===== config.mk =====
export PLATFORM = sky130hd
export DESIGN_NAME = eu_icon_port_ctrl_flat
export DESIGN_NICKNAME = d
export VERILOG_FILES = /design/src/rtl/eu_icon_port_ctrl_pkg.sv /design/src/rtl/eu_icon_port_ctrl_if.sv /design/src/rtl/eu_icon_port_ctrl_tx_fifo.sv /design/src/rtl/eu_icon_port_ctrl.sv /design/src/flat_wrapper.sv
export SDC_FILE = /design/constraint.sdc
export NUM_CORES = 1
export LEC_CHECK = 0
export CORE_MARGIN = 2
export CORE_UTILIZATION = 37
export DETAILED_ROUTE_END_ITERATION = 12
export GPL_ROUTABILITY_DRIVEN = 0
export SLEW_MARGIN = 20
export SYNTH_ARGS = -nofsm -noshare
export SYNTH_HDL_FRONTEND = slang
export SYNTH_SLANG_ARGS = --single-unit

===== constraint.sdc =====
create_clock -name clk -period 6.8 [get_ports clk]
set_input_delay 1.36 -clock clk [delete_from_list [all_inputs] [get_ports clk]]
set_output_delay 1.36 -clock clk [all_outputs]
set_load 0.1 [all_outputs]

===== src/rtl/eu_icon_port_ctrl_pkg.sv =====
// Shared types and constants for the EU interconnect port controller.
// Defines the interconnect packet layout and a small width helper.
package exec_unit_dtypes;

    localparam int ICON_EU_IDX_W = 3;
    localparam int ICON_OPX_W    = 1;
    localparam int ICON_DATA_W   = 32;

    typedef struct packed {
        logic [ICON_EU_IDX_W-1:0] eu_idx;
        logic [ICON_OPX_W-1:0]    opx;
        logic [ICON_DATA_W-1:0]   data;
    } type_icon_pkt;

    // Index width that never collapses to zero bits.
    function automatic int clog2_min1(input int n);
        return (n <= 2) ? 1 : $clog2(n);
    endfunction

endpackage


===== src/rtl/eu_icon_port_ctrl_if.sv =====
// Interface bundling the RX channels, operand slots and TX path.
// slave: the port controller; master: the EU plus fabric around it.
interface eu_icon_port_ctrl_if
    import exec_unit_dtypes::*;
#(
    parameter int NUM_CHANNELS   = 4,
    parameter int NUM_OPERANDS   = 2,
    parameter int DATA_WIDTH     = 32,
    parameter int EU_IDX_W       = ICON_EU_IDX_W,
    parameter int LOG2_TXQ_DEPTH = 2,
    parameter int OPX_W          = clog2_min1(NUM_OPERANDS)
);

    logic [NUM_CHANNELS-1:0]            ch_valid_i;
    logic [NUM_CHANNELS*EU_IDX_W-1:0]   ch_eu_idx_i;
    logic [NUM_CHANNELS*OPX_W-1:0]      ch_opx_i;
    logic [NUM_CHANNELS*DATA_WIDTH-1:0] ch_data_i;
    logic [NUM_CHANNELS-1:0]            ch_ready_o;

    logic [NUM_OPERANDS-1:0]            op_valid_o;
    logic [NUM_OPERANDS*DATA_WIDTH-1:0] op_data_o;
    logic [NUM_OPERANDS-1:0]            op_ready_i;

    logic                               tx_wvalid_i;
    logic [EU_IDX_W-1:0]                tx_eu_idx_i;
    logic [OPX_W-1:0]                   tx_opx_i;
    logic [DATA_WIDTH-1:0]              tx_wdata_i;
    logic                               tx_full_o;
    logic [LOG2_TXQ_DEPTH:0]            txq_count_o;

    logic                               out_valid_o;
    logic [EU_IDX_W-1:0]                out_eu_idx_o;
    logic [OPX_W-1:0]                   out_opx_o;
    logic [DATA_WIDTH-1:0]              out_data_o;
    logic                               out_ready_i;

    modport slave (
        input  ch_valid_i, ch_eu_idx_i, ch_opx_i, ch_data_i,
        input  op_ready_i,
        input  tx_wvalid_i, tx_eu_idx_i, tx_opx_i, tx_wdata_i,
        input  out_ready_i,
        output ch_ready_o, op_valid_o, op_data_o,
        output tx_full_o, txq_count_o,
        output out_valid_o, out_eu_idx_o, out_opx_o, out_data_o
    );

    modport master (
        output ch_valid_i, ch_eu_idx_i, ch_opx_i, ch_data_i,
        output op_ready_i,
        output tx_wvalid_i, tx_eu_idx_i, tx_opx_i, tx_wdata_i,
        output out_ready_i,
        input  ch_ready_o, op_valid_o, op_data_o,
        input  tx_full_o, txq_count_o,
        input  out_valid_o, out_eu_idx_o, out_opx_o, out_data_o
    );

endinterface


===== src/rtl/eu_icon_port_ctrl_tx_fifo.sv =====
// First-word-fall-through FIFO with occupancy count, async active-high reset.
// Ports: push/push_data/full/count (write), pop_ready/head_valid/head_data (read).
module icon_tx_fifo #(
    parameter int WIDTH      = 8,
    parameter int LOG2_DEPTH = 2
) (
    input  logic                  clk,
    input  logic                  reset,
    input  logic                  push,
    input  logic [WIDTH-1:0]      push_data,
    output logic                  full,
    output logic [LOG2_DEPTH:0]   count,
    input  logic                  pop_ready,
    output logic                  head_valid,
    output logic [WIDTH-1:0]      head_data
);

    localparam int DEPTH = 1 << LOG2_DEPTH;

    logic [WIDTH-1:0]      mem [DEPTH];
    logic [LOG2_DEPTH-1:0] wr_ptr;
    logic [LOG2_DEPTH-1:0] rd_ptr;
    logic [LOG2_DEPTH:0]   cnt;
    logic                  do_push;
    logic                  do_pop;

    // Full comes from the registered count, so a push while full is
    // refused even when a pop happens in the same cycle.
    assign full       = (cnt == (LOG2_DEPTH+1)'(DEPTH));
    assign head_valid = (cnt != '0);
    assign head_data  = mem[rd_ptr];
    assign count      = cnt;
    assign do_push    = push && !full;
    assign do_pop     = head_valid && pop_ready;

    always_ff @(posedge clk or posedge reset) begin
        if (reset) begin
            wr_ptr <= '0;
            rd_ptr <= '0;
            cnt    <= '0;
        end else begin
            if (do_push) wr_ptr <= wr_ptr + 1'b1;
            if (do_pop)  rd_ptr <= rd_ptr + 1'b1;
            if (do_push && !do_pop)
                cnt <= cnt + 1'b1;
            else if (!do_push && do_pop)
                cnt <= cnt - 1'b1;
        end
    end

    always_ff @(posedge clk) begin
        if (do_push) mem[wr_ptr] <= push_data;
    end

endmodule


===== src/rtl/eu_icon_port_ctrl.sv =====
// EU interconnect port: per-operand capture slots fed from broadcast
// channels, and a TX FIFO onto the outbound channel.
// Ports: clk, reset (async, active high), bus (eu_icon_port_ctrl_if.slave).
// Build option ICON_RR_ARB_EN: round-robin channel arbitration per slot;
// without it each slot uses fixed lowest-channel-first priority.
module eu_icon_port_ctrl
    import exec_unit_dtypes::*;
#(
    parameter int EU_IDX         = 0,
    parameter int NUM_CHANNELS   = 4,
    parameter int NUM_OPERANDS   = 2,
    parameter int DATA_WIDTH     = 32,
    parameter int EU_IDX_W       = ICON_EU_IDX_W,
    parameter int LOG2_TXQ_DEPTH = 2
) (
    input  logic                 clk,
    input  logic                 reset,
    eu_icon_port_ctrl_if.slave   bus
);

    localparam int OPX_W = clog2_min1(NUM_OPERANDS);
    localparam int CH_W  = clog2_min1(NUM_CHANNELS);
    localparam int PKT_W = EU_IDX_W + OPX_W + DATA_WIDTH;

    logic [NUM_CHANNELS-1:0][EU_IDX_W-1:0]   ch_eu;
    logic [NUM_CHANNELS-1:0][OPX_W-1:0]      ch_opx;
    logic [NUM_CHANNELS-1:0][DATA_WIDTH-1:0] ch_data;
    logic [NUM_OPERANDS-1:0][NUM_CHANNELS-1:0] grant;
    logic [NUM_OPERANDS-1:0]                   slot_valid;
    logic [NUM_OPERANDS-1:0][DATA_WIDTH-1:0]   slot_data;
    logic [NUM_CHANNELS-1:0]                   ready;

    assign ch_eu   = bus.ch_eu_idx_i;
    assign ch_opx  = bus.ch_opx_i;
    assign ch_data = bus.ch_data_i;

    for (genvar k = 0; k < NUM_OPERANDS; k++) begin : g_slot
        logic [NUM_CHANNELS-1:0] hit;
        logic [CH_W-1:0]         ptr;
        logic [CH_W-1:0]         idx;
        logic [CH_W-1:0]         win;
        logic                    found;
        logic                    accept;
        logic                    load;
        logic                    valid_q;
        logic [DATA_WIDTH-1:0]   data_q;

        // An opx outside the slot range matches no k, so it never hits.
        for (genvar c = 0; c < NUM_CHANNELS; c++) begin : g_hit
            assign hit[c] = bus.ch_valid_i[c]
                         && (ch_eu[c] == EU_IDX_W'(EU_IDX))
                         && (ch_opx[c] == OPX_W'(k));
        end

        // Scan channels starting at ptr; first hit wins.
        always_comb begin
            found = 1'b0;
            win   = '0;
            idx   = '0;
            for (int i = 0; i < NUM_CHANNELS; i++) begin
                idx = CH_W'((int'(ptr) + i) % NUM_CHANNELS);
                if (!found && hit[idx]) begin
                    found = 1'b1;
                    win   = idx;
                end
            end
        end

        assign accept   = !valid_q || bus.op_ready_i[k];
        assign load     = found && accept && !reset;
        assign grant[k] = load ? (NUM_CHANNELS'(1) << win) : '0;

        always_ff @(posedge clk or posedge reset) begin
            if (reset) begin
                valid_q <= 1'b0;
                data_q  <= '0;
            end else if (load) begin
                valid_q <= 1'b1;
                data_q  <= ch_data[win];
            end else if (bus.op_ready_i[k]) begin
                valid_q <= 1'b0;
            end
        end

`ifdef ICON_RR_ARB_EN
        always_ff @(posedge clk or posedge reset) begin
            if (reset)
                ptr <= '0;
            else if (load)
                ptr <= (win == CH_W'(NUM_CHANNELS - 1)) ? '0 : win + 1'b1;
        end
`else
        assign ptr = '0;
`endif

        assign slot_valid[k] = valid_q;
        assign slot_data[k]  = data_q;
    end

    // Each channel targets a single operand, so OR-ing is collision free.
    always_comb begin
        ready = '0;
        for (int k = 0; k < NUM_OPERANDS; k++)
            ready = ready | grant[k];
    end

    assign bus.ch_ready_o = ready;
    assign bus.op_valid_o = slot_valid;
    assign bus.op_data_o  = slot_data;

    logic [PKT_W-1:0] push_pkt;
    logic [PKT_W-1:0] head_pkt;

    assign push_pkt = {bus.tx_eu_idx_i, bus.tx_opx_i, bus.tx_wdata_i};

    icon_tx_fifo #(
        .WIDTH      (PKT_W),
        .LOG2_DEPTH (LOG2_TXQ_DEPTH)
    ) u_txq (
        .clk        (clk),
        .reset      (reset),
        .push       (bus.tx_wvalid_i),
        .push_data  (push_pkt),
        .full       (bus.tx_full_o),
        .count      (bus.txq_count_o),
        .pop_ready  (bus.out_ready_i),
        .head_valid (bus.out_valid_o),
        .head_data  (head_pkt)
    );

    assign {bus.out_eu_idx_o, bus.out_opx_o, bus.out_data_o} = head_pkt;

endmodule

===== src/flat_wrapper.sv =====
// flat-port wrapper written by rule: the top's interface ports become plain ports
module eu_icon_port_ctrl_flat import exec_unit_dtypes::*;
#(
    parameter int EU_IDX         = 0,
    parameter int NUM_CHANNELS   = 4,
    parameter int NUM_OPERANDS   = 2,
    parameter int DATA_WIDTH     = 32,
    parameter int EU_IDX_W       = ICON_EU_IDX_W,
    parameter int LOG2_TXQ_DEPTH = 2
)
  (clk, reset, bus_ch_valid_i, bus_ch_eu_idx_i, bus_ch_opx_i, bus_ch_data_i, bus_op_ready_i, bus_tx_wvalid_i, bus_tx_eu_idx_i, bus_tx_opx_i, bus_tx_wdata_i, bus_out_ready_i, bus_ch_ready_o, bus_op_valid_o, bus_op_data_o, bus_tx_full_o, bus_txq_count_o, bus_out_valid_o, bus_out_eu_idx_o, bus_out_opx_o, bus_out_data_o);
  eu_icon_port_ctrl_if #(.NUM_CHANNELS(NUM_CHANNELS), .NUM_OPERANDS(NUM_OPERANDS), .DATA_WIDTH(DATA_WIDTH), .EU_IDX_W(EU_IDX_W), .LOG2_TXQ_DEPTH(LOG2_TXQ_DEPTH)) bus_i ();
  input  logic clk;
  input  logic reset;
  input wire logic [$bits(bus_i.ch_valid_i)-1:0] bus_ch_valid_i;
  input wire logic [$bits(bus_i.ch_eu_idx_i)-1:0] bus_ch_eu_idx_i;
  input wire logic [$bits(bus_i.ch_opx_i)-1:0] bus_ch_opx_i;
  input wire logic [$bits(bus_i.ch_data_i)-1:0] bus_ch_data_i;
  input wire logic [$bits(bus_i.op_ready_i)-1:0] bus_op_ready_i;
  input wire logic [$bits(bus_i.tx_wvalid_i)-1:0] bus_tx_wvalid_i;
  input wire logic [$bits(bus_i.tx_eu_idx_i)-1:0] bus_tx_eu_idx_i;
  input wire logic [$bits(bus_i.tx_opx_i)-1:0] bus_tx_opx_i;
  input wire logic [$bits(bus_i.tx_wdata_i)-1:0] bus_tx_wdata_i;
  input wire logic [$bits(bus_i.out_ready_i)-1:0] bus_out_ready_i;
  output wire logic [$bits(bus_i.ch_ready_o)-1:0] bus_ch_ready_o;
  output wire logic [$bits(bus_i.op_valid_o)-1:0] bus_op_valid_o;
  output wire logic [$bits(bus_i.op_data_o)-1:0] bus_op_data_o;
  output wire logic [$bits(bus_i.tx_full_o)-1:0] bus_tx_full_o;
  output wire logic [$bits(bus_i.txq_count_o)-1:0] bus_txq_count_o;
  output wire logic [$bits(bus_i.out_valid_o)-1:0] bus_out_valid_o;
  output wire logic [$bits(bus_i.out_eu_idx_o)-1:0] bus_out_eu_idx_o;
  output wire logic [$bits(bus_i.out_opx_o)-1:0] bus_out_opx_o;
  output wire logic [$bits(bus_i.out_data_o)-1:0] bus_out_data_o;
  assign bus_i.ch_valid_i = bus_ch_valid_i;
  assign bus_i.ch_eu_idx_i = bus_ch_eu_idx_i;
  assign bus_i.ch_opx_i = bus_ch_opx_i;
  assign bus_i.ch_data_i = bus_ch_data_i;
  assign bus_i.op_ready_i = bus_op_ready_i;
  assign bus_i.tx_wvalid_i = bus_tx_wvalid_i;
  assign bus_i.tx_eu_idx_i = bus_tx_eu_idx_i;
  assign bus_i.tx_opx_i = bus_tx_opx_i;
  assign bus_i.tx_wdata_i = bus_tx_wdata_i;
  assign bus_i.out_ready_i = bus_out_ready_i;
  assign bus_ch_ready_o = bus_i.ch_ready_o;
  assign bus_op_valid_o = bus_i.op_valid_o;
  assign bus_op_data_o = bus_i.op_data_o;
  assign bus_tx_full_o = bus_i.tx_full_o;
  assign bus_txq_count_o = bus_i.txq_count_o;
  assign bus_out_valid_o = bus_i.out_valid_o;
  assign bus_out_eu_idx_o = bus_i.out_eu_idx_o;
  assign bus_out_opx_o = bus_i.out_opx_o;
  assign bus_out_data_o = bus_i.out_data_o;
  eu_icon_port_ctrl #(.EU_IDX(EU_IDX), .NUM_CHANNELS(NUM_CHANNELS), .NUM_OPERANDS(NUM_OPERANDS), .DATA_WIDTH(DATA_WIDTH), .EU_IDX_W(EU_IDX_W), .LOG2_TXQ_DEPTH(LOG2_TXQ_DEPTH)) u_core (.clk(clk), .reset(reset), .bus(bus_i));
endmodule

[Word level (Yosys, flattened, before mapping)]
Memories as Yosys holds them, arrays and structs flattened.
Index checks and enable logic that the tools add are counted.
Storage, ports and cells
  flip-flop bits (word level): 73
  word-level logic and storage cells: 98
  output and inout port bits: 111
  input port bits: 190
  bits in latches: 0
  bits in writable memories: 144
  ROM bits: 0
  memories kept: 1
Cells by class
  muxes and demuxes: 28
  add/subtract/negate cells: 4
  shifts and indexed selects: 2
  divide/modulo/power cells: 0
  equal/unequal tests: 1
  $mul: 0
  bitwise gates (word level): 5
  $lt $le $gt $ge: 2
  reduce and logical (&&, ||, !) cells: 48
Memories
  u_core.u_txq.mem: words 4, bits a word 36, rd ports 1, clocked after Yosys merged registers in 0, wr ports 1, line eu_icon_port_ctrl_tx_fifo.sv:20  | logic [WIDTH-1:0] mem [DEPTH];
Operator list (count)
  binary-select mux 32 bit (select 2 bit): 2
  2-to-1 mux 32 bit: 2
  logical AND 1 bit: 26
  2-to-1 mux 1 bit: 16
  logical NOT 1 bit: 12
  logical NOT 3 bit: 4
  2-to-1 mux 2 bit: 4
  2-to-1 mux 4 bit: 2
  << shifter 1 x 2 -> 4 bit, first input constant: 2
  less-than comparator 2 x 3 -> 1 bit, second input constant: 2
  2-to-1 mux 3 bit: 2
  nonzero test 2 bit: 3
  adder 2 x 1 -> 2 bit, second input constant: 2
  NOT 1 bit: 4
  OR 4 bit: 1
  adder 3 x 1 -> 3 bit, second input constant: 1
  equality test 3 bit, second input constant: 1
  nonzero test 3 bit: 1
  subtractor 3 x 1 -> 3 bit, second input constant: 1
  logical OR 1 bit: 2

[Logic depth before layout (Yosys ltp)]
Gate-level depths: netlist (run 1).
  depth in word-level cells: 17
  gate-level depth with buffers: 9
  depth with buffers taken out: 8

[Modules after synthesis]
From an unflattened synthesis (run 1), not the netlist that was laid out.
Unflattened totals
  cell total of the unflattened synthesis: 809
  area total of the unflattened synthesis: 10314.9 µm²
By module, submodules not included
  icon_tx_fifo: cells each 224, instances 1, area each 5635.4 µm²
  eu_icon_port_ctrl: cells each 585, instances 1, area each 4679.5 µm²

[Least setup slack after synthesis (run 1)]
OpenSTA, ideal clock, no wires.
  path kind: input -> output
  from: input reset
  to: output bus_ch_ready_o[1]
  stages: 3
  buffers on the path: 0
  data required time: 5440 ps
  slack: -279 ps
  arrival time: 5719 ps
  cell sequence: inv_1 nand2_1 o32ai_1
Between the ends
  longest elaborated chain between the ends: 4
  elaborated cells between the ends (all ways): 6
  those cells by class: mux (2); bitwise (1); reduce/logical (3)
Ends and longest elaborated chain
  from (decl): line flat_wrapper.sv:14  | input logic reset;
  logical NOT 1 bit *: line eu_icon_port_ctrl.sv:70  | assign load = found && accept && !reset;
  logical AND 1 bit: line eu_icon_port_ctrl.sv:70
  2-to-1 mux 4 bit: line eu_icon_port_ctrl.sv:71  | assign grant[k] = load ? (NUM_CHANNELS'(1) << win) : '0;
  OR 4 bit *: line eu_icon_port_ctrl.sv:104  | ready = ready | grant[k];
  to (decl): line flat_wrapper.sv:25  | output wire logic [$bits(bus_i.ch_ready_o)-1:0] bus_ch_ready_o;
Every way passes the cells marked *; elsewhere a longest branch is shown, timed or not.

[Worst setup path in the final report (run 1)]
  from: input bus_ch_eu_idx_i[4]
  to: output bus_ch_ready_o[2]
Between the ends
  longest elaborated chain between the ends: 15
  elaborated cells between the ends (all ways): 35
  those cells by class: shift (2); mux (14); bitwise (1); reduce/logical (18)
Ends and longest elaborated chain
  from (decl): line flat_wrapper.sv:16  | input wire logic [$bits(bus_i.ch_eu_idx_i)-1:0] bus_ch_eu_idx_i;
  logical NOT 3 bit *: line eu_icon_port_ctrl.sv:51  | && (ch_eu[c] == EU_IDX_W'(EU_IDX))
  logical AND 1 bit *: line eu_icon_port_ctrl.sv:51
  logical AND 1 bit: line eu_icon_port_ctrl.sv:52  | && (ch_opx[c] == OPX_W'(k));
  logical AND 1 bit: line eu_icon_port_ctrl.sv:62  | if (!found && hit[idx]) begin
  2-to-1 mux 1 bit: line eu_icon_port_ctrl.sv:62
  logical NOT 1 bit: line eu_icon_port_ctrl.sv:62
  logical AND 1 bit: line eu_icon_port_ctrl.sv:62
  2-to-1 mux 1 bit: line eu_icon_port_ctrl.sv:62
  logical NOT 1 bit: line eu_icon_port_ctrl.sv:62
  logical AND 1 bit: line eu_icon_port_ctrl.sv:62
  2-to-1 mux 1 bit: line eu_icon_port_ctrl.sv:62
  logical AND 1 bit (2 in series): line eu_icon_port_ctrl.sv:70
  2-to-1 mux 4 bit: line eu_icon_port_ctrl.sv:71
  OR 4 bit *: line eu_icon_port_ctrl.sv:104
Marked as above.

==> impl_metrics.env, run 1 <==
export IMPL_grt_ovfl_total=0
export IMPL_cts_sinks=217
export IMPL_cts_resized=0
export IMPL_crit_cells=7
export IMPL_worstMarginPinSlew_ps=1117
export IMPL_root_buffer="clkbuf_16"
export IMPL_cts_path_max_buffers=3
export IMPL_layout_cells_non_filler=1477
export IMPL_dp_cells=1431
export IMPL_antenna_found_initial=6
export IMPL_drc=0
export IMPL_htreeDepth=1
export IMPL_cts_hold_buf=0
export IMPL_async_flop_share_pct=33.64
export IMPL_critPathRequiredTime_ps=5440
export IMPL_cts_buffers=24
export IMPL_critical_path_arrival_ps=3730
export IMPL_nets=1275
export IMPL_cap_violations=0
export IMPL_rrSetupSlack_ps=4480
export IMPL_ys_seq_area_share_pct=59.79
export IMPL_p_per_area_nw_per_um2=465.2
export IMPL_criticalPathCategory="in2out"
export IMPL_start_util_pct=37.34
export IMPL_num_io_pins=301
export IMPL_grt_total_usage_pct=22.15
export IMPL_fin_tns_setup_ps=0
export IMPL_finalClockSkew_ps=9.325
export IMPL_outcome="completed"
export IMPL_wl_per_cell_um=22.18
export IMPL_wl_met1_um=13400
export IMPL_grt_pass1_wl_um=49240
export IMPL_post_route_period_util_pct=74.89
export IMPL_min_path_type="reg2reg"
export IMPL_drtIter0Drc=557
export IMPL_slew_viol_final=0
export IMPL_yosysWarnings=0
export IMPL_clock_latency_ps=510
export IMPL_ys_seq_elements=217
export IMPL_dr_max_layer_used="met5"
export IMPL_grt_setup_unrepaired="false"
export IMPL_fp_dieW_um=170.7
export IMPL_die_h_um=170.7
export IMPL_routed_via_density=5.425
export IMPL_port_buffers=300
export IMPL_drtPass1Iterations=5
export IMPL_ant_nets=0
export IMPL_r2r_start="u_core.u_txq.count[2]$_DFFE_PP0P_"
export IMPL_synth_edf_count=144
export IMPL_ff2ff_path_depth=3
export IMPL_ys_flop_type="edfxtp_1"
export IMPL_die_area_um2=29150
export IMPL_setup_viol=0
export IMPL_postCtsSetupRepairBufs=0
export IMPL_route_met2_wl_um=15730
export IMPL_clk_pin_slew_ps=60
export IMPL_fmax_mhz=196.4
export IMPL_cts_tree="built"
export IMPL_crit_end="bus_ch_ready_o[2]"
export IMPL_netlist_area_um2=10290
export IMPL_avgSynthCellArea_um2=12.64
export IMPL_final_hold_violation_count=0
export IMPL_endpoint_kind="output port"
export IMPL_p_leak_nw=5.242
export IMPL_cp_max_fo=7
export IMPL_slew_headroom_pct=25.32
export IMPL_startpoint="bus_ch_eu_idx_i[4]"
export IMPL_crit_family="simple AND/OR/NAND/NOR gates"
export IMPL_layout_drive_gt1_share_pct=9.845
export IMPL_fp_coreArea_um2=27550
export IMPL_peakVddDrop_mv=0.4014
export IMPL_critPathBufInv=2
export IMPL_synthCells=814
export IMPL_cp_slowest_cell="nor2b_1"
export IMPL_floorplan_rows=61
export IMPL_syn_nets=1010
export IMPL_startpoint_type="input pin"
export IMPL_grt_max_degree=63
export IMPL_wirelength_um=32770
export IMPL_path_cells="clkdlybuf4s50_1 -> nor4b_2 -> nor2b_1 -> nor3_1 -> nor2_4 -> a41o_1 -> buf_12"
export IMPL_met3_length_um=2999
export IMPL_grt_pass1_vias=8140
export IMPL_hpwl_um=22560
export IMPL_synth_distinct_cells=48
export IMPL_syn2layout_area_growth_pct=39.59
export IMPL_max_stage_delay_ps=660
export IMPL_r2r_end="u_core.u_txq.mem[0][21]$_DFFE_PP_"
export IMPL_finalCriticalPeriod_ps=5093
export IMPL_vias=8013
## layer usage
metal / track usage [%] / vias up
li1: - / 3690
met1: 28.87 / 3920
met2: 37.09 / 350
met3: 5.829 / 47
met4: 5.128 / 6
met5: 0 / -
## where the power goes
part           internal [mW]  switching, mW  leakage, nW
Clock                  0.720          0.502        0.358
Combinational          0.901           2.60         2.74
Sequential              1.75          0.216         2.14
Total                   3.37           3.31         5.24
## worst min path at each step
stage                                                  startpoint                                      end  slack [ps]  cells past startpoint
after floorplan              u_core.g_slot[0].valid_q$_DFFE_PP0P_     u_core.g_slot[0].valid_q$_DFFE_PP0P_         490                      2
after detailed placement  u_core.g_slot[1].data_q[15]$_DFFE_PP0P_  u_core.g_slot[1].data_q[15]$_DFFE_PP0P_         520                      2
after CTS                 u_core.g_slot[1].data_q[15]$_DFFE_PP0P_  u_core.g_slot[1].data_q[15]$_DFFE_PP0P_         540                      2
final                     u_core.g_slot[1].data_q[31]$_DFFE_PP0P_  u_core.g_slot[1].data_q[31]$_DFFE_PP0P_         520                      2
after global routing      u_core.g_slot[1].data_q[15]$_DFFE_PP0P_  u_core.g_slot[1].data_q[15]$_DFFE_PP0P_         540                      2
after global placement    u_core.g_slot[1].data_q[15]$_DFFE_PP0P_  u_core.g_slot[1].data_q[15]$_DFFE_PP0P_         510                      2
## final cells by class
| class | instances | area (um2) |
|---|---|---|
| Fill cell | 2383 | 13190 |
| Sequential cell | 217 | 6153 |
| Multi-Input combinational cell | 488 | 3745 |
| Timing Repair Buffer | 313 | 3103 |
| Clock buffer | 32 | 661.9 |
| Tap cell | 378 | 473.0 |
| Inverter | 35 | 132.6 |
| Clock inverter | 12 | 86.33 |
| Antenna cell | 2 | 5.005 |
## placed cells by master (no fill, tap or decap), types with 3 or more instances in the layout
cell             count
clkdlybuf4s50_1    296
edfxtp_1           144
dfrtp_1             71
o21ai_0             64
nand2_1             40
mux4_2              36
nor2b_1             35
nor2_1              35
inv_1               34
nor3_1              33
and3_1              33
a31oi_1             32
a311oi_1            32
a2bb2oi_1           32
a21oi_1             32
o221ai_1            29
clkbuf_16           25
buf_4               16
clkinv_1             6
clkbuf_1             6
ha_1                 5
and2_2               4
xnor2_1              4
clkinv_2             3
and2_1               3
a311o_1              3
o211ai_1             3
## cell usage after synthesis, types with 2 or more instances
cell	instances	area, um2
edfxtp_1	144	4324
dfrtp_1	73	1827
o21ai_0	64	320.3
clkbuf_1	48	180.2
nand2_1	40	150.1
mux4_2	36	810.8
inv_1	35	131.4
nor2_1	35	131.4
nor2b_1	35	219.0
and3_1	33	206.5
nor3_1	33	165.2
a21oi_1	32	160.2
a2bb2oi_1	32	280.3
a311oi_1	32	280.3
a31oi_1	32	200.2
o221ai_1	29	254.0
buf_2	20	100.1
and2_1	7	43.79
ha_1	5	62.56
nand2b_1	4	25.02
xnor2_1	4	35.03
a311o_1	3	30.03
clkbuf_2	3	15.01
o211ai_1	3	22.52
buf_4	2	15.01
nand2_2	2	12.51
nand3_1	2	10.01
nor2_4	2	22.52
nor4b_1	2	17.52
o21ai_1	2	10.01
or4b_1	2	20.02
xor2_1	2	17.52
## kinds of logic after synthesis
kind of cell / share of synthesized area (%)
XOR/XNOR: 0.5108
buffers and inverters: 4.330
adder cells (fa/ha/maj): 0.8027
flip-flops: 59.79
multiplexers: 7.991
AO/OA/AOI/OAI: 16.05
AND/OR/NAND/NOR: 10.52
## worst reg2reg max path, cell delays in order, from the launching register on
cell	delay, ps
dfrtp_1	420
nor3b_1	180
nor2b_1	400
and2_2	910
## flip-flops by register name, indices dropped and copies added (netlist names)
name,cells
u_core.u_txq.mem,144
u_core.g_slot.data_q,64
u_core.u_txq.count,3
u_core.g_slot.valid_q,2
u_core.u_txq.rd_ptr,2
u_core.u_txq.wr_ptr,2
## per-stage QoR
step / total power, mW / hold WS, ps / worst slack, ps / instance area, um2 / util, %
finish: 6.680 / 524.7 / 1707 / 14360 / 52.12
global route: 6.940 / 543.6 / 1574 / 14360 / 52.10
CTS: 6.755 / 535.0 / 1681 / 14360 / 52.10
detailed placement: 5.517 / 517.7 / 1701 / 13610 / 49.38
global placement: 5.510 / 509.6 / 1719 / 13610 / 49.38
floorplan: 4.591 / 489.5 / 519.4 / 10300 / -
(Power assumes the default switching activity.)
==> run 2, diff against run 1 <==
--- a/config.mk
+++ b/config.mk
@@ -9,6 +9,7 @@
 export CORE_UTILIZATION = 37
 export DETAILED_ROUTE_END_ITERATION = 12
 export GPL_ROUTABILITY_DRIVEN = 0
+export PLACE_DENSITY = 0.67
 export SLEW_MARGIN = 20
 export SYNTH_ARGS = -nofsm -noshare
 export SYNTH_HDL_FRONTEND = slang
==> constraint.sdc (replaced) <==
create_clock -name clk -period 4.4 [get_ports clk]
set_input_delay 0.88 -clock clk [delete_from_list [all_inputs] [get_ports clk]]
set_output_delay 0.88 -clock clk [all_outputs]
set_load 0.1 [all_outputs]
==> run 2 against run 1 <==
Core utilization rose by 0.48 points. Sequential power rose by 52%. Hold slack improved by 6.0 ps. Count of clock-buffer cells in the layout fell by 2. Routed wire length fell by 1.4%. Clock skew rose by 4.4 ps. Largest power group unchanged.
==> impl_metrics.env, run 2 (synthesized netlist as in run 1, its figures left out) <==
export IMPL_cp_slowest_cell="clkdlybuf4s50_1"
export IMPL_p_per_area_nw_per_um2=723.0
export IMPL_start_util_pct=37.34
export IMPL_hp_start="u_core.g_slot[1].data_q[13]$_DFFE_PP0P_"
export IMPL_max_stage_delay_ps=520
export IMPL_ant_nets=0
export IMPL_regMostFlops="u_core.u_txq.mem"
export IMPL_nets=1289
export IMPL_cts_buffers=24
export IMPL_rrSetupSlack_ps=2030
export IMPL_cts_path_max_buffers=3
export IMPL_num_io_pins=301
export IMPL_layout_common_cells="clkdlybuf4s50_1 (260), edfxtp_1 (144), dfrtp_1 (72), o21ai_0 (64), buf_4 (61)"
export IMPL_layout_drive_gt1_share_pct=14.52
export IMPL_outcome="completed"
export IMPL_whs_path_depth=2
export IMPL_wl_per_cell_um=21.71
export IMPL_hold_slack_ps=530.8
export IMPL_fp_coreArea_um2=27550
export IMPL_clock_latency_ps=510
export IMPL_seq_power_share_pct=28.4
export IMPL_cts_resized=0
export IMPL_min_to="u_core.g_slot[1].data_q[13]$_DFFE_PP0P_"
export IMPL_setup_slack_ps=546.1
export IMPL_internal_power_mw=5.322
export IMPL_grt_pass1_vias=8084
export IMPL_antenna_found_initial=4
export IMPL_cts_hold_buf=0
export IMPL_r2r_start="u_core.u_txq.count[2]$_DFFE_PP0P_"
export IMPL_clk_pin_slew_ps=60
export IMPL_slew_headroom_pct=24.65
export IMPL_nFillCells=2371
export IMPL_r2r_end="u_core.u_txq.mem[0][32]$_DFFE_PP_"
export IMPL_htreeDepth=1
export IMPL_ff2ff_path_depth=4
export IMPL_slew_viol_final=0
export IMPL_dp_slack_ps=527.4
export IMPL_grt_ovfl_total=0
export IMPL_path_cells="clkdlybuf4s50_1 -> nor4b_1 -> nor2b_1 -> nor3_1 -> nor2_4 -> a41o_1 -> buf_12"
export IMPL_worstMarginPinSlew_ps=1127
export IMPL_cts_sinks=217
export IMPL_setup_viol=0
export IMPL_peakVddDrop_mv=0.5983
export IMPL_min_path_type="reg2reg"
export IMPL_wirelength_um=32310
export IMPL_grt_max_degree=74
export IMPL_critPathRequiredTime_ps=3520
export IMPL_drc=0
export IMPL_cts_tree="built"
export IMPL_cp_max_fo=4
export IMPL_layout_cells_non_filler=1488
export IMPL_post_route_period_util_pct=87.59
export IMPL_endpoint_kind="output port"
export IMPL_largest_reg_flops=144
export IMPL_fp_dieW_um=170.7
export IMPL_p_sw_share_pct=49.21
export IMPL_finalCriticalPeriod_ps=3854
export IMPL_fin_tns_setup_ps=0
export IMPL_power_switching_mw=5.156
export IMPL_drtIter0Drc=735
export IMPL_drtPass1Iterations=5
export IMPL_critical_path_arrival_ps=2970
export IMPL_hpwl_um=22080
export IMPL_dp_cells=1445
export IMPL_vias=8256
export IMPL_p_total_mw=10.48
export IMPL_grt_total_usage_pct=21.61
export IMPL_die_area_um2=29150
export IMPL_startpoint_type="input pin"
export IMPL_syn2layout_area_growth_pct=40.87
export IMPL_seqCellArea_um2=6152
export IMPL_p_leak_nw=5.386
export IMPL_fmax_mhz=259.5
export IMPL_die_h_um=170.7
export IMPL_comb_power_share_pct=51.8
export IMPL_layout_commonest_cell="clkdlybuf4s50_1"
export IMPL_multi_input_area_um2=3732
export IMPL_postCtsSetupRepairBufs=0
export IMPL_criticalPathCategory="in2out"
export IMPL_grt_pass1_wl_um=48180
export IMPL_root_buffer="clkbuf_16"
export IMPL_clkPwrFrac_pct=19.8
export IMPL_grt_setup_unrepaired="false"
export IMPL_cap_violations=0
export IMPL_finalClockSkew_ps=13.76
export IMPL_port_buffers=300
export IMPL_final_hold_violation_count=0
export IMPL_routed_via_density=5.548
export IMPL_floorplan_rows=61
## run 2: cell types whose count changed in the layout (fill, tap and decap cells not counted), moves of 2 or more
cell | previous run | this run
inv_6 | 0 | 2
o21ai_2 | 0 | 2
clkinv_1 | 6 | 1
bufinv_16 | 1 | 4
o21ai_4 | 2 | 0
clkdlybuf4s50_1 | 296 | 260
buf_4 | 16 | 61
buf_12 | 1 | 6
## run 2: worst max-delay path by stage
stage,from,end,cells after the start
6_report,bus_ch_valid_i[0],bus_ch_ready_o[2],7
5_1_grt,bus_ch_valid_i[0],bus_ch_ready_o[2],7
4_1_cts,bus_ch_valid_i[0],bus_ch_ready_o[2],7
3_5_place_dp,bus_ch_valid_i[0],bus_ch_ready_o[2],7
3_3_place_gp,bus_ch_valid_i[0],bus_ch_ready_o[2],7
2_1_floorplan,reset,bus_ch_ready_o[0],3
## run 2: power by group through the flow
stage	sequential [mW]	combinational, mW	clock (mW)
2_1_floorplan	4.33	2.77	0
3_3_place_gp	3.00	5.44	0
3_5_place_dp	3.02	5.46	0
4_1_cts	2.99	5.47	2.12
5_1_grt	3.03	5.61	2.20
6_report	2.98	5.42	2.08
## run 2: critical path, delay by kind of cell
family,cells,cell delay [ps]
AO/OA/AOI/OAI,1,230
buffers and inverters,2,700
AND/OR/NAND/NOR,4,1140
## run 2: metrics by stage
step	cell area, um2	util (%)
after floorplan	10310	-
after global placement	13670	49.63
after detailed placement	13670	49.63
after CTS	14490	52.59
after global routing	14490	52.59
final	14490	52.60
## run 2: routing by layer
layer | wire length [um] | global-route usage, % | part of all wire (%) | vias up
met5 | 38 | 0 | 0.12 | -
met4 | 751 | 5.760 | 2.3 | 6
met3 | 3499 | 6.269 | 11 | 49
met2 | 15210 | 35.13 | 47 | 449
met1 | 12810 | 28.37 | 40 | 4026
li1 | - | - | - | 3726
## run 2: cell type report
type / instances / share of cell area, %
Sequential cell: 217 / 42.45
Multi-Input combinational cell: 488 / 25.76
Timing Repair Buffer: 327 / 21.95
Clock buffer: 30 / 4.447
Tap cell: 378 / 3.264
Clock inverter: 12 / 1.183
Inverter: 35 / 0.9325
Antenna cell: 1 / 0.01727
==> run 3, diff against run 2 <==
--- a/config.mk
+++ b/config.mk
@@ -5,7 +5,7 @@
 export SDC_FILE = /design/constraint.sdc
 export NUM_CORES = 1
 export LEC_CHECK = 0
-export CORE_MARGIN = 2
+export CORE_MARGIN = 8
 export CORE_UTILIZATION = 37
 export DETAILED_ROUTE_END_ITERATION = 12
 export GPL_ROUTABILITY_DRIVEN = 0
==> run 3 against run 2 <==
Clock power decreased by 6%. Cell count increased by 0.40%. Maximum frequency increased by 1.1%. Via count increased by 0.69%. Clock skew decreased by 3.7 ps.
==> impl_metrics.env, run 3 (synthesized netlist as in run 1, its figures left out) <==
export IMPL_die_area_um2=33400
export IMPL_fin_tns_setup_ps=0
export IMPL_cts_path_max_buffers=3
export IMPL_cp_max_fo=21
export IMPL_p_leak_nw=5.361
export IMPL_grt_pass1_vias=8519
export IMPL_peakVddDrop_mv=0.5827
export IMPL_fin_area_um2=14470
export IMPL_num_io_pins=301
export IMPL_root_buffer="clkbuf_16"
export IMPL_endpoint_kind="output port"
export IMPL_fp_coreArea_um2=27550
export IMPL_drtIter0Drc=698
export IMPL_grt_total_usage_pct=20.15
export IMPL_layout_common_cells="clkdlybuf4s50_1 (272), edfxtp_1 (144), dfrtp_1 (71), o21ai_0 (64), buf_4 (53)"
export IMPL_largest_reg_flops=144
export IMPL_regMostFlops="u_core.u_txq.mem"
export IMPL_routed_via_density=5.564
export IMPL_criticalPathCategory="reg2out"
export IMPL_nets=1291
export IMPL_start_util_pct=37.34
export IMPL_cp_slowest_cell="clkdlybuf4s50_1"
export IMPL_finalClockSkew_ps=10.02
export IMPL_critPathRequiredTime_ps=3520
export IMPL_max_stage_delay_ps=1000
export IMPL_dp_cells=1447
export IMPL_cap_violations=0
export IMPL_cts_sinks=217
export IMPL_postCtsSetupRepairBufs=0
export IMPL_outcome="completed"
export IMPL_slew_headroom_pct=24.59
export IMPL_layout_cells_non_filler=1494
export IMPL_fmax_mhz=262.3
export IMPL_cts_buffers=24
export IMPL_grt_max_degree=62
export IMPL_final_util_pct=52.51
export IMPL_layout_commonest_cell="clkdlybuf4s50_1"
export IMPL_final_hold_violation_count=0
export IMPL_dpl_cell_area_um2=13690
export IMPL_post_route_period_util_pct=86.66
export IMPL_fp_dieW_um=182.7
export IMPL_htreeDepth=1
export IMPL_drc=0
export IMPL_finalCriticalPeriod_ps=3813
export IMPL_critical_path_arrival_ps=2930
export IMPL_seqCellArea_um2=6153
export IMPL_grt_pass1_wl_um=52380
export IMPL_cts_resized=0
export IMPL_cts_hold_buf=0
export IMPL_hpwl_um=24050
export IMPL_cts_tree="built"
export IMPL_multi_input_area_um2=3732
export IMPL_slew_viol_final=0
export IMPL_setup_viol=0
export IMPL_wirelength_um=34450
export IMPL_wl_per_cell_um=23.06
export IMPL_path_cells="mux4_2 -> clkdlybuf4s50_1"
export IMPL_die_h_um=182.7
export IMPL_floorplan_rows=61
export IMPL_startpoint_type="flop"
export IMPL_clock_latency_ps=500
export IMPL_syn2layout_area_growth_pct=40.63
export IMPL_nFillCells=2411
export IMPL_p_per_area_nw_per_um2=718.1
export IMPL_worstMarginPinSlew_ps=1128
export IMPL_layout_drive_gt1_share_pct=13.57
export IMPL_antenna_found_initial=6
export IMPL_grt_ovfl_total=0
export IMPL_vias=8313
export IMPL_clk_pin_slew_ps=60
export IMPL_ant_nets=0
export IMPL_grt_setup_unrepaired="false"
export IMPL_drtPass1Iterations=5
export IMPL_min_path_type="reg2reg"
export IMPL_port_buffers=300
-- run 3: cell types whose count changed in the layout (fill, tap and decap cells not counted), moves of 3 or more --
cell	before	now
clkdlybuf4s50_1	260	272
clkbuf_1	5	9
buf_4	61	53
clkinv_2	3	6
-- run 3: layer usage --
| layer | track usage (%) | vias to the layer above | part of all wire [%] |
|---|---|---|---|
| met2 | 32.27 | 473 | 46 |
| li1 | - | 3726 | - |
| met3 | 7.618 | 58 | 12 |
| met5 | 0 | - | 0.17 |
| met1 | 25.58 | 4046 | 39 |
| met4 | 4.788 | 10 | 2.2 |
-- run 3: worst paths after layout --
kind | slack (ps) | depth (start not counted) | to | startpoint
setup / recovery | 590 | 2 | bus_out_eu_idx_o[0] | u_core.u_txq.rd_ptr[0]$_DFFE_PP0P_
setup reg to reg | 1990 | 4 | u_core.u_txq.mem[0][17]$_DFFE_PP_ | u_core.u_txq.count[2]$_DFFE_PP0P_
hold / removal | 520 | 2 | u_core.g_slot[1].data_q[23]$_DFFE_PP0P_ | u_core.g_slot[1].data_q[23]$_DFFE_PP0P_
hold reg to reg | 520 | 2 | u_core.g_slot[1].data_q[23]$_DFFE_PP0P_ | u_core.g_slot[1].data_q[23]$_DFFE_PP0P_
min in group asynchronous | 980 | 3 | u_core.g_slot[0].valid_q$_DFFE_PP0P_ | reset
max in group asynchronous | 2850 | 3 | u_core.u_txq.rd_ptr[0]$_DFFE_PP0P_ | reset
-- run 3: area by class of cell --
| cell class | instances | share of cell area (%) |
|---|---|---|
| inverters | 35 | 0.9340 |
| flip-flops and latches | 217 | 42.53 |
| multi-input cells | 488 | 25.80 |
| clock inverters | 10 | 0.7351 |
| diodes | 3 | 0.05189 |
| clock buffers | 34 | 4.558 |
| repair buffers | 329 | 22.12 |
| well taps | 378 | 3.269 |
-- run 3: per-stage QoR --
| step | total power, mW | setup slack [ps] | hold slack (ps) |
|---|---|---|---|
| floorplan | 7.099 | 20.11 | 489.5 |
| global placement | 8.495 | 622.7 | 511.3 |
| detailed placement | 8.526 | 614.4 | 523.0 |
| CTS | 10.50 | 502.9 | 535.2 |
| global route | 10.77 | 420.1 | 556.0 |
| finish | 10.39 | 586.9 | 522.6 |
-- run 3: critical path: cells and delay by family, from the launching register on --
kind	cells	cell delay, ps
muxes	1	620
buffers and inverters	1	1000
DFF	1	810
-- run 3: power breakdown --
group / internal, mW / switching (mW) / leakage, nW / total [mW]
combinational: 1.38 / 4.05 / 2.85 / 5.42
clock: 1.16 / 0.785 / 0.375 / 1.95
sequential: 2.69 / 0.325 / 2.14 / 3.02
